===== src/rtl/i2c_master_ctrl.sv =====
// rtl/i2c_master_ctrl.sv - command-level I2C master with open-drain SCL/SDA and clock-stretch support
module i2c_master_ctrl #(
    parameter int CLK_DIV    = 5,
    parameter int DATA_WIDTH = 8
) (
    input  logic                  clk,
    input  logic                  rst,
    input  logic                  cmd_valid,
    output logic                  cmd_ready,
    input  logic [2:0]            cmd,
    input  logic [DATA_WIDTH-1:0] cmd_wdata,
    output logic                  rsp_valid,
    output logic [DATA_WIDTH-1:0] rsp_rdata,
    output logic                  rsp_nak,
    output logic                  rsp_err,
    output logic                  bus_held,
    input  logic                  scl_i,
    output logic                  scl_o,
    input  logic                  sda_i,
    output logic                  sda_o
);

    localparam int CW = $clog2(CLK_DIV);
    localparam int BW = $clog2(DATA_WIDTH + 1);
    localparam logic [CW-1:0] CNT_LAST  = CW'(CLK_DIV - 1);
    localparam logic [BW-1:0] BIT_ACK   = BW'(DATA_WIDTH);
    localparam logic [BW-1:0] BIT_LASTD = BW'(DATA_WIDTH - 1);

    localparam logic [2:0] CMD_START    = 3'd0;
    localparam logic [2:0] CMD_STOP     = 3'd1;
    localparam logic [2:0] CMD_WRITE    = 3'd2;
    localparam logic [2:0] CMD_READ_ACK = 3'd3;
    localparam logic [2:0] CMD_READ_NAK = 3'd4;

    typedef enum logic [2:0] {S_IDLE, S_START, S_STOP, S_XFER, S_DONE} state_t;

    state_t                state;
    logic [1:0]            q;
    logic [CW-1:0]         cnt;
    logic [1:0]            settle;
    logic [BW-1:0]         bitn;
    logic                  is_read;
    logic                  ack_val;
    logic                  ack_s;
    logic [DATA_WIDTH-1:0] shreg;
    logic [DATA_WIDTH-1:0] rxreg;
    logic                  scl_m, scl_s, sda_m, sda_s;
    logic                  adv;
    logic                  q_end;

    // Q1 ignores its first two cycles so the synchronizer reflects the released SCL
    // before high time is counted; this keeps Q1 at CLK_DIV+2 whatever SCL was before.
    assign adv   = (q != 2'd1) || (settle == 2'd0 && scl_s);
    assign q_end = adv && (cnt == CNT_LAST);

    always_ff @(posedge clk) begin
        if (rst) begin
            state     <= S_IDLE;
            q         <= 2'd0;
            cnt       <= '0;
            settle    <= 2'd0;
            bitn      <= '0;
            is_read   <= 1'b0;
            ack_val   <= 1'b0;
            ack_s     <= 1'b0;
            shreg     <= '0;
            rxreg     <= '0;
            scl_m     <= 1'b1;
            scl_s     <= 1'b1;
            sda_m     <= 1'b1;
            sda_s     <= 1'b1;
            cmd_ready <= 1'b1;
            rsp_valid <= 1'b0;
            rsp_rdata <= '0;
            rsp_nak   <= 1'b0;
            rsp_err   <= 1'b0;
            bus_held  <= 1'b0;
            scl_o     <= 1'b1;
            sda_o     <= 1'b1;
        end else begin
            scl_m     <= scl_i;
            scl_s     <= scl_m;
            sda_m     <= sda_i;
            sda_s     <= sda_m;
            rsp_valid <= 1'b0;
            case (state)
                S_IDLE: begin
                    if (cmd_valid && cmd_ready) begin
                        cnt       <= '0;
                        q         <= 2'd0;
                        settle    <= 2'd0;
                        bitn      <= '0;
                        is_read   <= (cmd != CMD_WRITE);
                        ack_val   <= (cmd == CMD_READ_NAK);
                        shreg     <= cmd_wdata;
                        cmd_ready <= 1'b0;
                        state     <= S_DONE;
                        case (cmd)
                            CMD_START: begin
                                state <= S_START;
                                sda_o <= 1'b1;
                            end
                            CMD_STOP: if (bus_held) begin
                                state <= S_STOP;
                                sda_o <= 1'b0;
                            end
                            CMD_WRITE: if (bus_held) begin
                                state <= S_XFER;
                                sda_o <= cmd_wdata[DATA_WIDTH-1];
                            end
                            CMD_READ_ACK, CMD_READ_NAK: if (bus_held) begin
                                state <= S_XFER;
                                sda_o <= 1'b1;
                            end
                            default: ;
                        endcase
                    end
                end
                S_DONE: begin
                    // rejected command: no bus activity, only the error response
                    state     <= S_IDLE;
                    rsp_valid <= 1'b1;
                    rsp_err   <= 1'b1;
                    cmd_ready <= 1'b1;
                end
                default: begin
                    if (adv) cnt <= q_end ? '0 : cnt + 1'b1;
                    if (q == 2'd1 && settle != 2'd0) settle <= settle - 2'd1;
                    if (q_end) begin
                        q <= q + 2'd1;
                        case (q)
                            2'd0: begin
                                scl_o  <= 1'b1;
                                settle <= 2'd2;
                            end
                            2'd1: begin
                                if (state == S_START) sda_o <= 1'b0;
                                if (state == S_STOP)  sda_o <= 1'b1;
                            end
                            2'd2: begin
                                if (state != S_STOP) scl_o <= 1'b0;
                                if (state == S_XFER) begin
                                    if (bitn == BIT_ACK) ack_s <= sda_s;
                                    else rxreg <= {rxreg[DATA_WIDTH-2:0], sda_s};
                                end
                            end
                            default: begin
                                if (state == S_XFER && bitn != BIT_ACK) begin
                                    bitn <= bitn + 1'b1;
                                    if (bitn == BIT_LASTD) sda_o <= is_read ? ack_val : 1'b1;
                                    else sda_o <= is_read ? 1'b1 : shreg[DATA_WIDTH-2];
                                    shreg <= shreg << 1;
                                end else begin
                                    state     <= S_IDLE;
                                    rsp_valid <= 1'b1;
                                    cmd_ready <= 1'b1;
                                    rsp_err   <= 1'b0;
                                    sda_o     <= 1'b1;
                                    if (state == S_START) bus_held <= 1'b1;
                                    if (state == S_STOP)  bus_held <= 1'b0;
                                    if (state == S_XFER) begin
                                        if (is_read) begin
                                            rsp_rdata <= rxreg;
                                            rsp_nak   <= 1'b0;
                                        end else begin
                                            rsp_nak <= ack_s;
                                        end
                                    end
                                end
                            end
                        endcase
                    end
                end
            endcase
        end
    end

endmodule

===== config.mk =====
export PLATFORM = sky130hd
export DESIGN_NAME = i2c_master_ctrl
export DESIGN_NICKNAME = d
export VERILOG_FILES = /design/src/rtl/i2c_master_ctrl.sv
export SDC_FILE = /design/constraint.sdc
export NUM_CORES = 1
export LEC_CHECK = 0
export CORE_ASPECT_RATIO = 0.5
export CORE_MARGIN = 2
export CORE_UTILIZATION = 31
export CTS_CLUSTER_DIAMETER = 80
export DETAILED_ROUTE_END_ITERATION = 6
export PLACE_DENSITY = 0.49
export SETUP_SLACK_MARGIN = 0.3
export SYNTH_ARGS = -nofsm -noshare
export SYNTH_HDL_FRONTEND = slang
export SYNTH_SLANG_ARGS = --single-unit

===== constraint.sdc =====
create_clock -name clk -period 3.1 [get_ports clk]
set_input_delay 0.465 -clock clk [delete_from_list [all_inputs] [get_ports clk]]
set_output_delay 0.465 -clock clk [all_outputs]
set_load 0.03 [all_outputs]

# Word-level counts from Yosys, hierarchy flattened
# Index checks and enable logic that the tools add are counted.
dict set report totals {
  wordCells 160
  register_bits 51
  in_bits 16
}
dict set report classes {
  n_eq_ne 30
  n_reduce_logical 37
  n_addsub 4
  n_bitwise 6
  muxes 61
}
# op count
set op_table {}
lappend op_table {{7-bit 2-to-1 mux} 4}
lappend op_table {{3-bit 2-to-1 mux} 9}
lappend op_table {{1-bit 2-to-1 mux} 25}
lappend op_table {{5-bit AND reduction} 5}
lappend op_table {{4-bit 2-to-1 mux} 4}
lappend op_table {{7-bit one-hot mux with 2 select lines} 1}
lappend op_table {{2-bit nonzero test} 7}
lappend op_table {{3-bit by 2-bit == test with 1-bit output (second input constant)} 4}
lappend op_table {{1-bit one-hot mux with 2 select lines} 6}
lappend op_table {{3-bit one-hot mux with 2 select lines} 2}
lappend op_table {{4-bit AND reduction} 3}
lappend op_table {{2-bit 2-to-1 mux} 5}
lappend op_table {{2-bit by 1-bit inequality test with 1-bit output (second input constant)} 5}
lappend op_table {{3-bit == test (second input constant)} 3}
lappend op_table {{3-bit inequality test (second input constant)} 3}
lappend op_table {{3-bit one-hot mux with 3 select lines} 1}
lappend op_table {{9-bit AND reduction} 1}
lappend op_table {{2-bit one-hot mux with 2 select lines} 2}
lappend op_table {{4-bit one-hot mux with 2 select lines} 1}
lappend op_table {{3-bit by 1-bit == test with 1-bit output (second input constant)} 2}
lappend op_table {{3-bit logical NOT} 2}
lappend op_table {{3-bit by 1-bit inequality test with 1-bit output (second input constant)} 2}
lappend op_table {{3-bit by 2-bit inequality test with 1-bit output (second input constant)} 2}
lappend op_table {{1-bit NOT} 6}
lappend op_table {{22 further kinds} 33}

# Longest topological paths before layout
# Gate-level depths: netlist (run 1).
dict set report logic_depth {
  depth_word 7
  depth_mapped 9
}

# Worst setup path after synthesis (run 1)
# No wires, ideal clock.
dict set report synth_timing {
  kind {flip-flop to flip-flop}
  start {reg q[1]}
  end {reg rsp_rdata[0]}
  path_stages_with_launch 8
  setup_ps 128
  setup_slack_ps 1199
  path_buffers 0
  synth_period_minus_slack_ps 1901
  required_time_ps 2972
  arrival_ps 1774
  path_cell_list {dfxtp_1 inv_1 ha_1 a21boi_1 nor3b_2 nand4_2 mux2i_1 nor2_1}
}
dict set report synth_via {
  elab_chain_cells 4
}
# item line_no
set synth_lines {}
lappend synth_lines {{start: declaration} 38} ;# logic [1:0] q;
lappend synth_lines {{start signal: assignment} 130} ;# q <= q + 2'd1;
lappend synth_lines {{2-bit by 1-bit == test with 1-bit output (tied with other cells)} 131} ;# case (q)
lappend synth_lines {{3-bit OR reduction (no line) / 1-bit logical OR (equally long branches)} n/a}
lappend synth_lines {{1-bit NOT (no line) / 1-bit logical AND (equally long branches)} n/a}
lappend synth_lines {{6-bit AND reduction (no line) (*)} n/a}
lappend synth_lines {{end signal: assignment} 163} ;# rsp_rdata <= rxreg;
lappend synth_lines {{end: declaration} 13} ;# output logic [DATA_WIDTH-1:0] rsp_rdata,
# Every way passes the cells marked *; elsewhere a longest branch is shown, timed or not.
# A chain may end at the register's enable or synchronous reset.

# Final worst setup path (run 1)
dict set report layout_timing {
  start {reg q[1]}
  end {reg bitn[3]}
}
dict set report layout_via {
  elab_chain_cells 5
}
# item line_no
set layout_lines {}
lappend layout_lines {{parallel branches: the longest is 4 deep, another holds 3-bit OR reduction} n/a}
lappend layout_lines {{5-bit AND reduction (no line) (*)} n/a}
lappend layout_lines {{end signal: assignment} 149} ;# bitn <= bitn + 1'b1;
lappend layout_lines {{end: declaration} 41} ;# logic [BW-1:0] bitn;
# Mark *: on every way between the ends.

==> results of run 1 <==
-- cell usage after synthesis, drive strengths merged (2+ instances only) --
cell type	number
a2111oi	2
a211oi	2
a21boi	2
a21oi	26
a311oi	7
a32oi	2
and2	2
and3	2
buf	7
clkbuf	6
dfxtp	51
ha	9
inv	11
mux2i	12
nand2	45
nand2b	2
nand3	10
nand3b	3
nand4	3
nor2	40
nor2b	3
nor3	5
nor3b	2
o21a	2
o21ai	9
o31ai	3
or2	6
or3	3
-- worst reg2reg max path, cell delays in order, from the launching register on --
cell and delay [ns]:
dfxtp_1 0.38, inv_1 0.08, ha_1 0.24, a21boi_1 0.20
nor2_1 0.28, nand2_1 0.27, or4_4 0.58, a21oi_2 0.14
-- path summary, 6_finish.rpt --
path / depth (start not counted) / startpoint / slack [ns] / end
worst max-delay path: 7 / q[1] / 0.87 / bitn[3]
worst min-delay path: 1 / scl_m / 0.41 / scl_s
worst max register to register: 7 / q[1] / 0.87 / bitn[3]
worst min register to register: 1 / scl_m / 0.41 / scl_s
-- routing by layer --
metal	vias to the layer above	routed length, um	track usage [%]
met5	-	0	0
met4	0	49	4.89
met1	966	2810	18.9
met2	33	2450	22.6
met3	5	237	3.86
li1	1044	-	-
-- sequential cells by signal, indices dropped and copies added (netlist names), 2 cells and up --
register and count:
rsp_rdata 8, settle 2, cnt 3, q 2, shreg 7, rxreg 8
bitn 4, state 3
-- cell type report --
type | count | area [um2]
Clock inverter | 2 | 38.8
Multi-Input combinational cell | 211 | 1270
Tap cell | 108 | 135
Clock buffer | 6 | 139
Timing Repair Buffer | 32 | 310
Inverter | 11 | 41.3
Fill cell | 772 | 4500
Sequential cell | 51 | 1020
-- kinds of logic after synthesis --
group | after synthesis | synth area share, %
and+or+nand+nor | 129 | 26.1
muxes | 12 | 4.94
buffers and inverters | 24 | 5.51
xor gates and xnor gates | 1 | 0.361
AOI/OAI and AO/OA | 60 | 16.5
DFF | 51 | 42.0
adders and majority gates | 9 | 4.63
-- stage by stage --
stage,utilization [%],area (um2)
global placement,37.3,2780
detailed placement,37.3,2780
finish,39.7,2960
floorplan,-,2430
CTS,39.7,2960
global route,39.7,2960
-- report_power, final --
part | switching (mW) | total, mW | internal, mW
registers | 0.0165 | 0.692 | 0.676
clock network | 0.250 | 0.656 | 0.406
logic | 0.0842 | 0.146 | 0.0621
-- cells in the final DEF, fill, tap and decap left out, types with 2 or more instances in the layout --
cell / instances
dfxtp_1: 51
nand2_1: 44
nor2_1: 39
clkdlybuf4s50_1: 29
a21oi_1: 25
mux2i_1: 12
inv_1: 11
nand3_1: 10
o21ai_0: 9
ha_1: 9
a311oi_1: 6
or2_2: 5
clkbuf_16: 5
nor3_1: 4
nand3b_1: 3
or3_1: 3
o31ai_1: 3
nor2b_1: 3
nand2b_1: 2
o21a_1: 2
a32oi_1: 2
nand4_1: 2
a211oi_1: 2
a2111oi_0: 2
buf_4: 2
==> out/results.ini, run 1 <==
[sta]
max_slew.worst_pin.slew_ns=0.591
rsz0062_at_grt=no
fin_crit_sh_pct=71.9
hold_viol=0
timing.fmax_ghz=0.448
finalSetupTns_ns=0
skew_ns=0.00591
setup_viol=0
maxSlewHeadroom_pct=60.4
finalCriticalPeriod_ns=2.23
setup_slack_ns=0.870
timing.hold.ws_ns=0.413
maxSlewViolCount=0

[logic_synthesis]
synth_ff_type=dfxtp_1
synthArstFlopShare_pct=0
synth_top_area_share_pct=42.0
ys_top_cells_by_area=dfxtp_1, nand2_1, nor2_1
ys_warn_count=0
synth_area_per_cell_um2=8.50
syn_nets=311
synth_edf_count=0
syn-cell-area_mm2=0.00243
ys_seq_area_share_pct=42.0
synth_area_leader_cell=dfxtp_1
synth_cell_type_count=50
synth-seq-cells=51
syn_inst=286

[layout]
antenna_cells=0
area_growth_pct=21.8
drive_gt1_share_pct=8.63
fin_nets=337
stdcell_count=421

[detailed_routing]
totalWireLength_um=5550
via_per_inst=4.86
num_vias=2048
drcViolationCount=0
wl_per_cell_um=13.2
drt.antenna.violating_nets=0
first_iter_violations=69
first_pass_iters=4

[die]
die_area_mm2=0.00861
num_io_pins=31
rows=22
fp.coreArea_mm2=0.00746
die_h_um=66.6
die_x_um=129
start_util_pct=32.6

[setup_path]
critPathKind=reg -> reg
slowest_stage=or4_4
startpoint_type=flip-flop
arrival_ns=2.46
critical_path.max_fanout=7
critPathTopFamily=simple AND/OR/NAND/NOR gates
slowest_delay_ns=0.58
cp_cell_sequence=inv_1 -> ha_1 -> a21boi_1 -> nor2_1 -> nand2_1 -> or4_4 -> a21oi_2
cp-end-kind=flip-flop
cp_num_buf_inv=1
cp.required_ns=3.33

[global_routing]
grt_usage_pct=14.3
grt_pass1_vias=1976
grt_max_degree=28
grt_pass1_wl_um=9510
gr-total-overflow=0
antenna_found_initial=0

[clock_tree]
post_cts_resized=0
post-cts-setup-buffers=0
clk_path_buf_depth=2
ctsHtreeMaxLevel=2
clk_pin_slew_ns=0.07
cts_tree=done
clk_latency_ns=0.29
cts_sinks=51
clockRootBuffer=clkbuf_16
cts_hold_buffers=0
cts-buffers-inserted=5

[power_and_ir_drop]
ir_drop_mv=0.195
finalPower_mw=1.49
leakage_nw=1.12
p_per_area_mw_per_mm2=505

[placed_design]
port_buffers=30
place_congestion=0.844
dpl.cell_count=413
dpl.hpwl_um=4000
dp_slack_ns=0.872

[min_path]
min_path_type=reg -> reg

[status]
status=complete, no violations

[flow_run]
maxCapViolations=0

Note: power is estimated with default switching activity, not from simulation.
==> inputs of run 2 (changes only) <==
clock period = 2.1 ns   (was 3.1 ns; I/O delays follow)
==> run 2 against run 1 <==
Clock power up 43%. Critical path type unchanged. Utilization increased by 3.6 points. Final cell count increased by 5.5%. Clock skew increased by 0.0031 ns. Global-route usage is 0.75 points higher.
==> out/results.ini, run 2 (same netlist as run 1, synthesis figures left out) <==
[sta]
fin_crit_sh_pct=85.2
maxSlewHeadroom_pct=52.8
finalCriticalPeriod_ns=1.79
rsz0062_at_grt=yes
setup_slack_ns=0.311
setup_viol=0
timing.fmax_ghz=0.559
max_slew.worst_pin.slew_ns=0.708
hold_viol=0
skew_ns=0.00899
finalSetupTns_ns=0
maxSlewViolCount=0

[detailed_routing]
totalWireLength_um=6270
first_pass_iters=4
drcViolationCount=0
num_vias=2156
drt.antenna.violating_nets=0
via_per_inst=4.86
first_iter_violations=85
wl_per_cell_um=14.1

[layout]
area_growth_pct=32.7
drive_gt1_share_pct=20.5
stdcell_count=444
final_cell_mix=dfxtp_1, nand2_1, nor2_1
fin_area_mm2=0.00323
antenna_cells=0
top_regs=rsp_rdata x8, rxreg x8, shreg x7
layout.cells.most_common=dfxtp_1
fin_nets=360

[min_path]
min_path_type=reg -> reg
worstHoldStart=scl_m

[placed_design]
dpl.cell_count=422
dp_slack_ns=0.123
port_buffers=30
place_congestion=0.839
place_area_mm2=0.00287
dpl.hpwl_um=4250

[die]
die_h_um=66.6
num_io_pins=31
fp.coreArea_mm2=0.00746
start_util_pct=32.6
rows=22
die_area_mm2=0.00861
die_x_um=129

[global_routing]
grt_pass1_vias=2055
grt_max_degree=38
grt_pass1_wl_um=9970
antenna_found_initial=0
grt_usage_pct=15.0
gr-total-overflow=0

[setup_path]
critPathKind=reg -> reg
rr_startpoint=bitn[0]
cp-end-kind=flip-flop
startpoint_type=flip-flop
cp.required_ns=2.33
arrival_ns=2.02
critPathLaunch=bitn[0]
critical_path.max_fanout=6

[clock_tree]
clk_latency_ns=0.29
clk_path_buf_depth=2
cts_tree=done
clockRootBuffer=clkbuf_16
clk_pin_slew_ns=0.07
ctsHtreeMaxLevel=2
cts_sinks=51
cts-buffers-inserted=5

[power_and_ir_drop]
p_per_area_mw_per_mm2=682
ir_drop_mv=0.262
finalPower_mw=2.20
leakage_nw=1.25

[status]
status=complete, no violations

[flow_run]
maxCapViolations=0

run 2: cell types whose count changed in the layout (fill, tap and decap cells not counted), moves of 2 or more:
cell       before  now
a2111oi_0       2    0
buf_4           2   23
dfxtp_1        51   43
dfxtp_2         0    8
ha_1            9    7
nand2_1        44   41
nand2_2         0    2
run 2: what timing repair did:
action,4_1_cts,5_1_grt
cloned,0,1
setup buffers,5,8
hold buffers,0,0
setup endpoints to repair,29,38
pin swaps,1,7
gates resized for setup,5,23
run 2: final cells by class:
cell class                 count  area (um2)
fill                         752        4230
multi-input combinational    212        1370
sequential                    51        1030
timing repair buffer          54         482
tap                          108         135
clock buffer                   6         129
inverter                      11        41.3
clock inverter                 2        38.8
run 2: critical path, stage by stage (launching register included):
cell	delay (ns)
dfxtp_2	0.33
inv_1	0.05
ha_1	0.20
nand3b_1	0.22
and2_4	0.26
nand2_4	0.07
or4_4	0.48
a21oi_2	0.12
run 2: routing by layer:
metal / vias up / global-route usage (%) / wire (um)
li1: 1095 / - / -
met1: 1015 / 19.8 / 3110
met5: - / 0 / 0
met2: 38 / 24.4 / 2800
met4: 0 / 4.89 / 73
met3: 8 / 3.53 / 285
run 2: where the power goes:
group / total, mW / leakage, nW / internal, mW / switching, mW
sequential: 1.02 / 0.418 / 0.998 / 0.0256
clock: 0.938 / 0.0815 / 0.568 / 0.370
combinational: 0.237 / 0.749 / 0.104 / 0.133
total: 2.20 / 1.25 / 1.67 / 0.529
run 2: final timing paths:
check	endpoint	slack (ns)	cells after the start
setup / recovery	bitn[3]	0.31	7
hold / removal	scl_s	0.41	1
setup reg to reg	bitn[3]	0.31	7
hold reg to reg	scl_s	0.41	1
run 2: per-stage QoR:
step / hold WS, ns / util (%)
floorplan: 0.389 / -
global placement: 0.392 / 38.4
detailed placement: 0.400 / 38.4
CTS: 0.417 / 41.4
global route: 0.433 / 43.2
finish: 0.412 / 43.2
